## src/rtl/pwm_deadtime.sv

```systemverilog
// pwm_deadtime: splits a single-ended PWM into a complementary high/low gate pair
// with programmable dead bands on both edges. PWM pulses shorter than the active
// band are swallowed and reported on drop.
// Latency: 1 clk input register + 1 clk registered output (2 clks when dt=0).
// Backpressure: none; the block is free-running and follows pwm_in every clock.
//
// Ports:
//   clk, rst_n        clock, synchronous active-low reset
//   en                output enable, 0 forces both gates off
//   pwm_in            PWM from the generator (same clock domain)
//   dt_rise, dt_fall  dead band in clocks before out_h / out_l assert
//   out_h, out_l      registered gate drives, never both high
//   drop              one-cycle strobe when a transition is swallowed in a band
module pwm_deadtime #(
  parameter int DT_WIDTH = 8
) (
  input  logic                clk,
  input  logic                rst_n,
  input  logic                en,
  input  logic                pwm_in,
  input  logic [DT_WIDTH-1:0] dt_rise,
  input  logic [DT_WIDTH-1:0] dt_fall,
  output logic                out_h,
  output logic                out_l,
  output logic                drop
);

  typedef enum logic [2:0] {
    S_OFF,
    S_LOW,
    S_DT_RISE,
    S_HIGH,
    S_DT_FALL
  } state_t;

  state_t              state_q, state_d;
  logic [DT_WIDTH-1:0] cnt_q, cnt_d;
  logic                pwm_q;
  logic                out_h_q, out_h_d;
  logic                out_l_q, out_l_d;
  logic                drop_q, drop_d;

  always_comb begin
    state_d = state_q;
    cnt_d   = cnt_q;
    drop_d  = 1'b0;
    if (!en) begin
      state_d = S_OFF;
      cnt_d   = '0;
    end else begin
      case (state_q)
        // OFF and LOW both head for the high side through a full rise band;
        // OFF with the PWM low goes straight to the low side.
        S_OFF, S_LOW: begin
          if (pwm_q) begin
            if (dt_rise == '0) begin
              state_d = S_HIGH;
            end else begin
              state_d = S_DT_RISE;
              cnt_d   = dt_rise - DT_WIDTH'(1);
            end
          end else begin
            state_d = S_LOW;
          end
        end
        S_DT_RISE: begin
          if (!pwm_q) begin
            // Pulse shorter than the band: fall back without extending it.
            state_d = S_LOW;
            cnt_d   = '0;
            drop_d  = 1'b1;
          end else if (cnt_q == '0) begin
            state_d = S_HIGH;
          end else begin
            cnt_d = cnt_q - DT_WIDTH'(1);
          end
        end
        S_HIGH: begin
          if (!pwm_q) begin
            if (dt_fall == '0) begin
              state_d = S_LOW;
            end else begin
              state_d = S_DT_FALL;
              cnt_d   = dt_fall - DT_WIDTH'(1);
            end
          end
        end
        S_DT_FALL: begin
          if (pwm_q) begin
            state_d = S_HIGH;
            cnt_d   = '0;
            drop_d  = 1'b1;
          end else if (cnt_q == '0) begin
            state_d = S_LOW;
          end else begin
            cnt_d = cnt_q - DT_WIDTH'(1);
          end
        end
        default: begin
          state_d = S_OFF;
          cnt_d   = '0;
        end
      endcase
    end
    // Outputs are decoded from the next state so they register on state entry.
    out_h_d = (state_d == S_HIGH);
    out_l_d = (state_d == S_LOW);
  end

  always_ff @(posedge clk) begin
    if (!rst_n) begin
      state_q <= S_OFF;
      cnt_q   <= '0;
      pwm_q   <= 1'b0;
      out_h_q <= 1'b0;
      out_l_q <= 1'b0;
      drop_q  <= 1'b0;
    end else begin
      state_q <= state_d;
      cnt_q   <= cnt_d;
      pwm_q   <= pwm_in;
      out_h_q <= out_h_d;
      out_l_q <= out_l_d;
      drop_q  <= drop_d;
    end
  end

  assign out_h = out_h_q;
  assign out_l = out_l_q;
  assign drop  = drop_q;

endmodule

```

## config.mk

```make
export PLATFORM = sky130hd
export DESIGN_NAME = pwm_deadtime
export DESIGN_NICKNAME = d
export VERILOG_FILES = /design/src/rtl/pwm_deadtime.sv
export SDC_FILE = /design/constraint.sdc
export NUM_CORES = 1
export LEC_CHECK = 0
export ABC_AREA = 1
export CELL_PAD_IN_SITES_DETAIL_PLACEMENT = 1
export CELL_PAD_IN_SITES_GLOBAL_PLACEMENT = 1
export CORE_ASPECT_RATIO = 1.4
export CORE_UTILIZATION = 31
export DETAILED_ROUTE_END_ITERATION = 10
export PLACE_DENSITY = 0.73
export SETUP_SLACK_MARGIN = 0.1
export SYNTH_ARGS = -nofsm -noshare
export SYNTH_HDL_FRONTEND = slang
export SYNTH_SLANG_ARGS = --single-unit
```

## constraint.sdc

```tcl
create_clock -name clk -period 2 [get_ports clk]
set_clock_uncertainty 0.2 [all_clocks]
set_input_delay 0.4 -clock clk [delete_from_list [all_inputs] [get_ports clk]]
set_output_delay 0.4 -clock clk [all_outputs]
set_load 0.1 [all_outputs]
```

# Yosys cells after proc, flatten, opt, wreduce, memory -nomap -nowiden
# Index checks and enable logic that the tools add are counted.
dict set report totals {
  reg_bits 15
  latch_bits 0
  ram_bits 0
  mem_bits_ro 0
  input_bits 20
  mem_count 0
}
dict set report classes {
  addsub 3
  multipliers 0
  n_div 0
  n_lt_le_gt_ge 0
  n_eq_ne 10
  n_shift 0
  mux 21
  bitwise 0
  reduce_logical 7
}
# op n
set op_table {}
lappend op_table {{8-bit 2-to-1 mux} 7}
lappend op_table {{8-bit one-hot mux with 4 select lines} 1}
lappend op_table {{8-bit zero test} 3}
lappend op_table {{3-bit 2-to-1 mux} 8}
lappend op_table {{8-bit by 1-bit subtractor with 8-bit output (second input constant)} 3}
lappend op_table {{3-bit one-hot mux with 4 select lines} 1}
lappend op_table {{3-bit by 2-bit equality test with 1-bit output (second input constant)} 3}
lappend op_table {{2-bit inequality test (second input constant)} 4}
lappend op_table {{3-bit by 1-bit equality test with 1-bit output (second input constant)} 2}
lappend op_table {{4-bit AND reduction} 1}
lappend op_table {{3-bit equality test (second input constant)} 1}
lappend op_table {{3-bit zero test} 1}
lappend op_table {{1-bit 2-to-1 mux} 3}
lappend op_table {{1-bit one-hot mux with 2 select lines} 1}
lappend op_table {{2-bit AND reduction} 1}
lappend op_table {{2-bit OR reduction} 1}

# Depth between registers and ports, before layout
# Gate-level depths: netlist (run 1).
dict set report logic_depth {
  ltp_word 6
  mapped_depth 15
  ltp_nobuf 14
}

# Worst setup path after synthesis (run 1)
# OpenSTA, ideal clock, no wires.
dict set report synth_timing {
  kind {flip-flop to flip-flop}
  startpoint {reg state_q[2]}
  endpoint {reg cnt_q[4]}
  setup_ns 0.128
  arrival_ns 1.535
  required_time_ns 1.672
  path_slack_ns 0.137
  stages_incl_launch_ff 14
  path_cell_list {dfxtp_1 > inv_2 > nand3_2 > buf_6 > nand2_1 > o21ai_2 > inv_1 > ha_1 > nand2_1 > nor2_2 > o21ai_0 > nand2_1 > nand2_1 > a21oi_1}
}
dict set report synth_between {
  elab_chain_len 4
}
# element line
set synth_rtl {}
lappend synth_rtl {{start, declared} 36} ;# state_t state_q, state_d;
lappend synth_rtl {{start signal, assigned} 119} ;# state_q <= state_d;
lappend synth_rtl {{3-bit by 1-bit equality test with 1-bit output / 3-bit zero test (equally long branches)} 51} ;# case (state_q)
lappend synth_rtl {{2-bit OR reduction} 51}
lappend synth_rtl {{2-bit inequality test (no source line)} n/a}
lappend synth_rtl {{4-bit AND reduction (no source line)} n/a}
lappend synth_rtl {{end signal, assigned} 120} ;# cnt_q <= cnt_d;
lappend synth_rtl {{end, declared} 37} ;# logic [DT_WIDTH-1:0] cnt_q, cnt_d;
# Several ways; a longest one is shown, not always the timed one.
# A chain may end at the register's enable or synchronous reset.

# Worst setup path after layout (run 1)
# Same ends and word-level chain as after synthesis.

==> results of run 1 <==
logic make-up after synthesis:
group                    share of synthesized area
adder cells (fa/ha/maj)                     0.0208
AO/OA/AOI/OAI                                0.116
AND/OR/NAND/NOR                              0.453
buffers and inverters                        0.131
flip-flops                                   0.249
XOR/XNOR                                    0.0291
flip-flops by register name (all words and copies together) (netlist names):
name and flops:
drop 1, out_h 1, cnt_q 8, pwm_q 1
state_q 3, out_l 1
cells in the final DEF, fill, tap and decap left out:
| cell | synthesis | final |
|---|---|---|
| nor2_2 | 2 | 7 |
| nand4_1 | 2 | 2 |
| nor2_1 | 21 | 13 |
| buf_12 | 0 | 4 |
| a21boi_0 | 1 | 1 |
| nand2_2 | 9 | 11 |
| dfxtp_1 | 15 | 12 |
| dlymetal6s2s_1 | 0 | 7 |
| o21ai_1 | 0 | 2 |
| o21ai_2 | 1 | 1 |
| ha_4 | 0 | 1 |
| nor3_2 | 0 | 2 |
| clkdlybuf4s50_1 | 0 | 12 |
| a21oi_1 | 11 | 8 |
| inv_2 | 1 | 7 |
| inv_1 | 36 | 29 |
| xnor2_1 | 2 | 2 |
| nand3_2 | 1 | 1 |
| o21ai_4 | 0 | 1 |
| buf_6 | 1 | 2 |
| nand2_1 | 61 | 52 |
| clkbuf_8 | 0 | 3 |
| buf_4 | 1 | 28 |
| inv_4 | 0 | 1 |
| nor2_4 | 3 | 6 |
| a21oi_2 | 1 | 4 |
| nand3_4 | 0 | 2 |
| o21ai_0 | 12 | 9 |
| or2_2 | 2 | 2 |
| nand3_1 | 18 | 16 |
| dfxtp_4 | 0 | 3 |
| clkinv_2 | 0 | 1 |
| ha_1 | 2 | 1 |
| nand2_4 | 0 | 7 |
| xor2_1 | 2 | 2 |
path summary, 6_finish.rpt:
check / startpoint / endpoint / slack (ns) / cells past startpoint
worst min register to register: cnt_q[5] / cnt_q[5] / 0.29 / 2
worst max-delay path: state_q[2] / cnt_q[4] / 0.15 / 12
worst max register to register: state_q[2] / cnt_q[4] / 0.15 / 12
worst min-delay path: cnt_q[5] / cnt_q[5] / 0.29 / 2
synthesized netlist by cell type (2+ instances only):
library cell,instances
nand3_1,18
xor2_1,2
nor2_2,2
o21ai_0,12
or2_2,2
ha_1,2
a21oi_1,11
inv_1,36
xnor2_1,2
nand2_1,61
nand4_1,2
nor2_4,3
nor3_1,2
nor2_1,21
dfxtp_1,15
nand2_2,9
power groups by stage:
stage / Sequential, mW / Combinational (mW) / Clock, mW
2_1_floorplan: 0.333 / 0.116 / 0
3_3_place_gp: 0.324 / 0.239 / 0
3_5_place_dp: 0.324 / 0.242 / 0
4_1_cts: 0.319 / 0.250 / 0.255
5_1_grt: 0.318 / 0.319 / 0.266
6_report: 0.317 / 0.292 / 0.248
critical path: cells and delay by family (launching register included):
| family | cells | cell delay, ns |
|---|---|---|
| fa+ha+maj | 1 | 0.17 |
| simple gates | 6 | 0.50 |
| flops | 1 | 0.37 |
| buf+inv | 2 | 0.14 |
| compound gates | 3 | 0.39 |
layout make-up:
class	instances	area, sq um	area share
well taps	42	52.6	0.0265
inverters	37	141	0.0714
multi-input cells	153	908	0.459
clock inverters	1	5.00	0.00253
flip-flops and latches	15	312	0.157
clock buffers	3	41.3	0.0208
repair buffers	53	520	0.263
metrics by stage:
step	setup slack [ns]	total power [mW]	utilization	hold WS [ns]
after global routing	-0.0132	0.904	0.539	0.310
after CTS	0.112	0.823	0.484	0.291
after detailed placement	-0.213	0.566	0.455	0.280
after floorplan	0.137	0.450	-	0.245
after global placement	-0.178	0.563	0.455	0.251
final	0.147	0.857	0.539	0.290
per-layer routing:
metal	vias up	GRT usage	routed length, um
met5	-	0	0
met4	0	0.111	173
met3	13	0.0160	137
met2	37	0.382	2360
met1	698	0.197	1640
li1	751	-	-
what timing repair did:
action / CTS / global route
buffers inserted: 3 / 6
pin swaps: 3 / 23
setup endpoints to repair: 6 / 11
gates resized for setup: 14 / 52
==> out/metrics.cfg, run 1 <==
[run_status]
outcome=complete, no violations

[layout]
fill_cells=493
fin_nets=285
drive_gt1_frac=0.359
stdcell_area_sq_um=1980
n_antenna_cell=0
final_cell_count_no_fill=304
area_delta_synth_final_pct=64.6

[yosys]
yosys_warnings=0
synth_top_area_share=0.249
synth_edf_count=0
synth.largest_area_cell=dfxtp_1
synth_cell_types=23
seq_area_frac_synth=0.249
synth_top_flop_cell=dfxtp_1
syn_inst=207
syn_nets=229
syn_avg_cell_area_sq_um=5.81
synthTopCellsByArea=dfxtp_1 25%, nand2_1 19%, inv_1 11%, nand3_1 7.5%, nor2_1 6.5%
synth_area_sq_um=1200
synth_seq_cells=15
async_flop_share=0

[power_and_ir_drop]
leakagePower_nw=0.986
p_switching_mw=0.276
p_seq_frac=0.371
internal_power_mw=0.581
sw_frac_of_total=0.322
comb_power_share=0.340
clkPwrFrac=0.289
vdd_drop_max_mv=0.507
p_per_area_nw_per_um2=433

[sta]
rsz0062_at_grt=true
fin_crit_sh=0.927
timing.final.max_slew_violations=0
worst_pin_slew_ns=0.404
setup_viol=0
hold_viol=0
slew_headroom=0.731
period_needed_ns=1.85
fin_tns_setup_ns=0
fmax_mhz=540

[floorplanning]
pin_count=23
start_util=0.327
die_x_um=54.7
die_area_sq_um=4140
die_height_um=75.7
core_area_sq_um=3680
rows=26

[detailed_routing]
ant_nets=0
drt-vias-per-instance=4.93
drc=0
drt-total-wl_um=4300
drt_iter0_markers=15
first_pass_iters=4
vias=1499
routedWlPerCell_um=14.2

[global_routing]
gr-total-overflow=0
grt_pass1_wl_um=5840
grt_pass1_vias=1394
grt_max_degree=10
antenna_found_initial=0
track_usage=0.198

[setup_path]
slowest_delay_ns=0.37
path_cells=inv_4, nand3_4, o21ai_4, inv_2, ha_4, nand2_4, nor2_2, nor2_2, o21ai_1, nand2_1, nand2_1, a21oi_1
cp.required_ns=1.99
slowest_stage=dfxtp_4
cp-start-kind=register
worst_setup_path_end_kind=register
cp.arrival_ns=1.84
path_class=reg2reg
path_max_fanout=6

[clocking]
insertion_delay_ns=0.25
cts.path.max_buffers=2
cts_sinks=15
htreeDepth=1
numCtsBuffers=3
cts_tree=built
cts_root_buffer=clkbuf_8
hold_buffers=0
clk_pin_slew_ns=0.06

[placement]
postPlaceCellArea_sq_um=1670
hpwlAfterDp_um=2900
gp_congestion=0.776
place_inst=292
io_buffers=22

[hold_path]
hold_class=reg2reg

[run]
maxCapViolations=0

Power figures use the tool's default switching activity.
==> run 2: changes to the inputs <==
CORE_UTILIZATION = 35   (was 31)
PLACE_DENSITY = 0.78   (was 0.73)
clock period = 2.06 ns   (was 2 ns; I/O delays follow)
==> out/metrics.cfg, run 2 (synthesis results as in run 1) <==
[setup_path]
slowest_delay_ns=0.44
cp-start-kind=primary input
cp_common_cell=nand2_2
cp.arrival_ns=1.97
path_max_fanout=2
path_class=in2reg
cp.required_ns=2.04
slowest_stage=clkdlybuf4s50_1
path_cells=clkdlybuf4s50_1, inv_2, nand2_2, nand2_2, buf_4, nand2_2, o21ai_0, nand3_1, o21ai_0, nand2_1, a21oi_1
worst_setup_path_end_kind=register

[power_and_ir_drop]
p_per_area_nw_per_um2=427
sw_frac_of_total=0.321
p_switching_mw=0.261
leakagePower_nw=0.988
internal_power_mw=0.551
clkPwrFrac=0.295
p_seq_frac=0.381
comb_power_share=0.324
vdd_drop_max_mv=0.386
finalPower_mw=0.812

[sta]
timing.final.max_slew_violations=0
hold_viol=0
rsz0062_at_grt=true
fin_crit_sh=0.965
period_needed_ns=1.99
setup_viol=0
fin_tns_setup_ns=0
fmax_mhz=503
worst_pin_slew_ns=0.470
slew_headroom=0.684

[layout]
reg_top3=cnt_q (8), state_q (3)
drive_gt1_frac=0.342
final_common_cell=nand2_1
layout.cells.most_common_list=54 x nand2_1, 24 x inv_1, 24 x buf_4
largest_register_ffs=8
area_delta_synth_final_pct=57.8
fin_nets=280
n_antenna_cell=0
top_register=cnt_q

[detailed_routing]
drt-vias-per-instance=5.00
vias=1480
drc=0
ant_nets=0
drt-total-wl_um=4510
routedWlPerCell_um=15.2
first_pass_iters=4
drt_iter0_markers=12

[placement]
gp_congestion=0.832
hpwlAfterDp_um=3060
io_buffers=22

[floorplanning]
pin_count=23
start_util=0.378
die_height_um=71.4
rows=24
die_area_sq_um=3680
core_area_sq_um=3180
die_x_um=51.6

[run]
maxCapViolations=0

[global_routing]
track_usage=0.223
antenna_found_initial=0
grt_pass1_wl_um=6180
gr-total-overflow=0
grt_max_degree=10
grt_pass1_vias=1446

[clocking]
cts_sinks=15
insertion_delay_ns=0.24
htreeDepth=1
cts_tree=built
cts.path.max_buffers=2
hold_buffers=0
numCtsBuffers=3
clk_pin_slew_ns=0.06
cts_root_buffer=clkbuf_8

[run_status]
outcome=complete, no violations

[hold_path]
hold_class=reg2reg

run 2: changes by cell type in the layout (fill, tap and decap cells not counted), moves of 2 or more:
| cell | change |
|---|---|
| buf_4 | -4 |
| clkdlybuf4s50_1 | -7 |
| dlygate4sd2_1 | +2 |
| dlymetal6s2s_1 | +5 |
| inv_1 | -5 |
| inv_2 | +4 |
| nand2_1 | +2 |
| nand2_2 | +2 |
| nand2_4 | -4 |
| nand3_1 | -2 |
| nand3_2 | +3 |
| nor2_1 | +4 |
| nor2_2 | -3 |
| o21ai_1 | +2 |
run 2: final cells by class:
| class | instances | area, sq um |
|---|---|---|
| timing repair buffer | 48 | 480 |
| fill | 418 | 1280 |
| multi-input combinational | 153 | 870 |
| sequential | 15 | 309 |
| clock buffer | 4 | 45.0 |
| inverter | 37 | 146 |
| tap | 39 | 48.8 |
run 2: path summary, 6_finish.rpt:
path	from	endpoint	slack [ns]	cells past startpoint
setup / recovery	dt_rise[1]	cnt_q[3]	0.07	11
hold / removal	cnt_q[1]	cnt_q[1]	0.28	2
setup reg to reg	state_q[0]	cnt_q[3]	0.11	11
hold reg to reg	cnt_q[1]	cnt_q[1]	0.28	2
run 2: power groups by stage:
stage	clock, mW	sequential (mW)	combinational [mW]
6_report	0.239	0.309	0.263
3_3_place_gp	0	0.314	0.211
2_1_floorplan	0	0.324	0.113
3_5_place_dp	0	0.315	0.218
5_1_grt	0.261	0.310	0.286
4_1_cts	0.248	0.309	0.222
run 2: repair_timing:
item	CTS	global route
gates cloned	0	0
resized for setup	9	60
setup buffers	1	10
pin swaps	6	30
endpoints found under the setup margin	11	11
run 2: worst max-delay path: cells and delay by family:
kind | cells | cell delay [ns]
AO/OA/AOI/OAI | 3 | 0.50
buffers and inverters | 3 | 0.65
AND/OR/NAND/NOR | 5 | 0.41
run 2: per-stage QoR:
stage | utilization | worst slack (ns) | instances | cell area (sq um) | hold WS (ns)
6_report | 0.597 | 0.0712 | 296 | 1900 | 0.280
5_1_grt | 0.597 | -0.00831 | 296 | 1900 | 0.315
4_1_cts | 0.524 | 0.101 | 286 | 1670 | 0.273
3_5_place_dp | 0.502 | -0.379 | 281 | 1600 | 0.263
3_3_place_gp | 0.502 | -0.289 | 281 | 1600 | 0.256
2_1_floorplan | - | 0.197 | 207 | 1200 | 0.245
run 2: metal layers:
| metal | part of all wire | global-route usage |
|---|---|---|
| met5 | 0 | 0 |
| met3 | 0.026 | 0.0191 |
| met4 | 0.027 | 0.0631 |
| met1 | 0.38 | 0.234 |
| met2 | 0.57 | 0.447 |
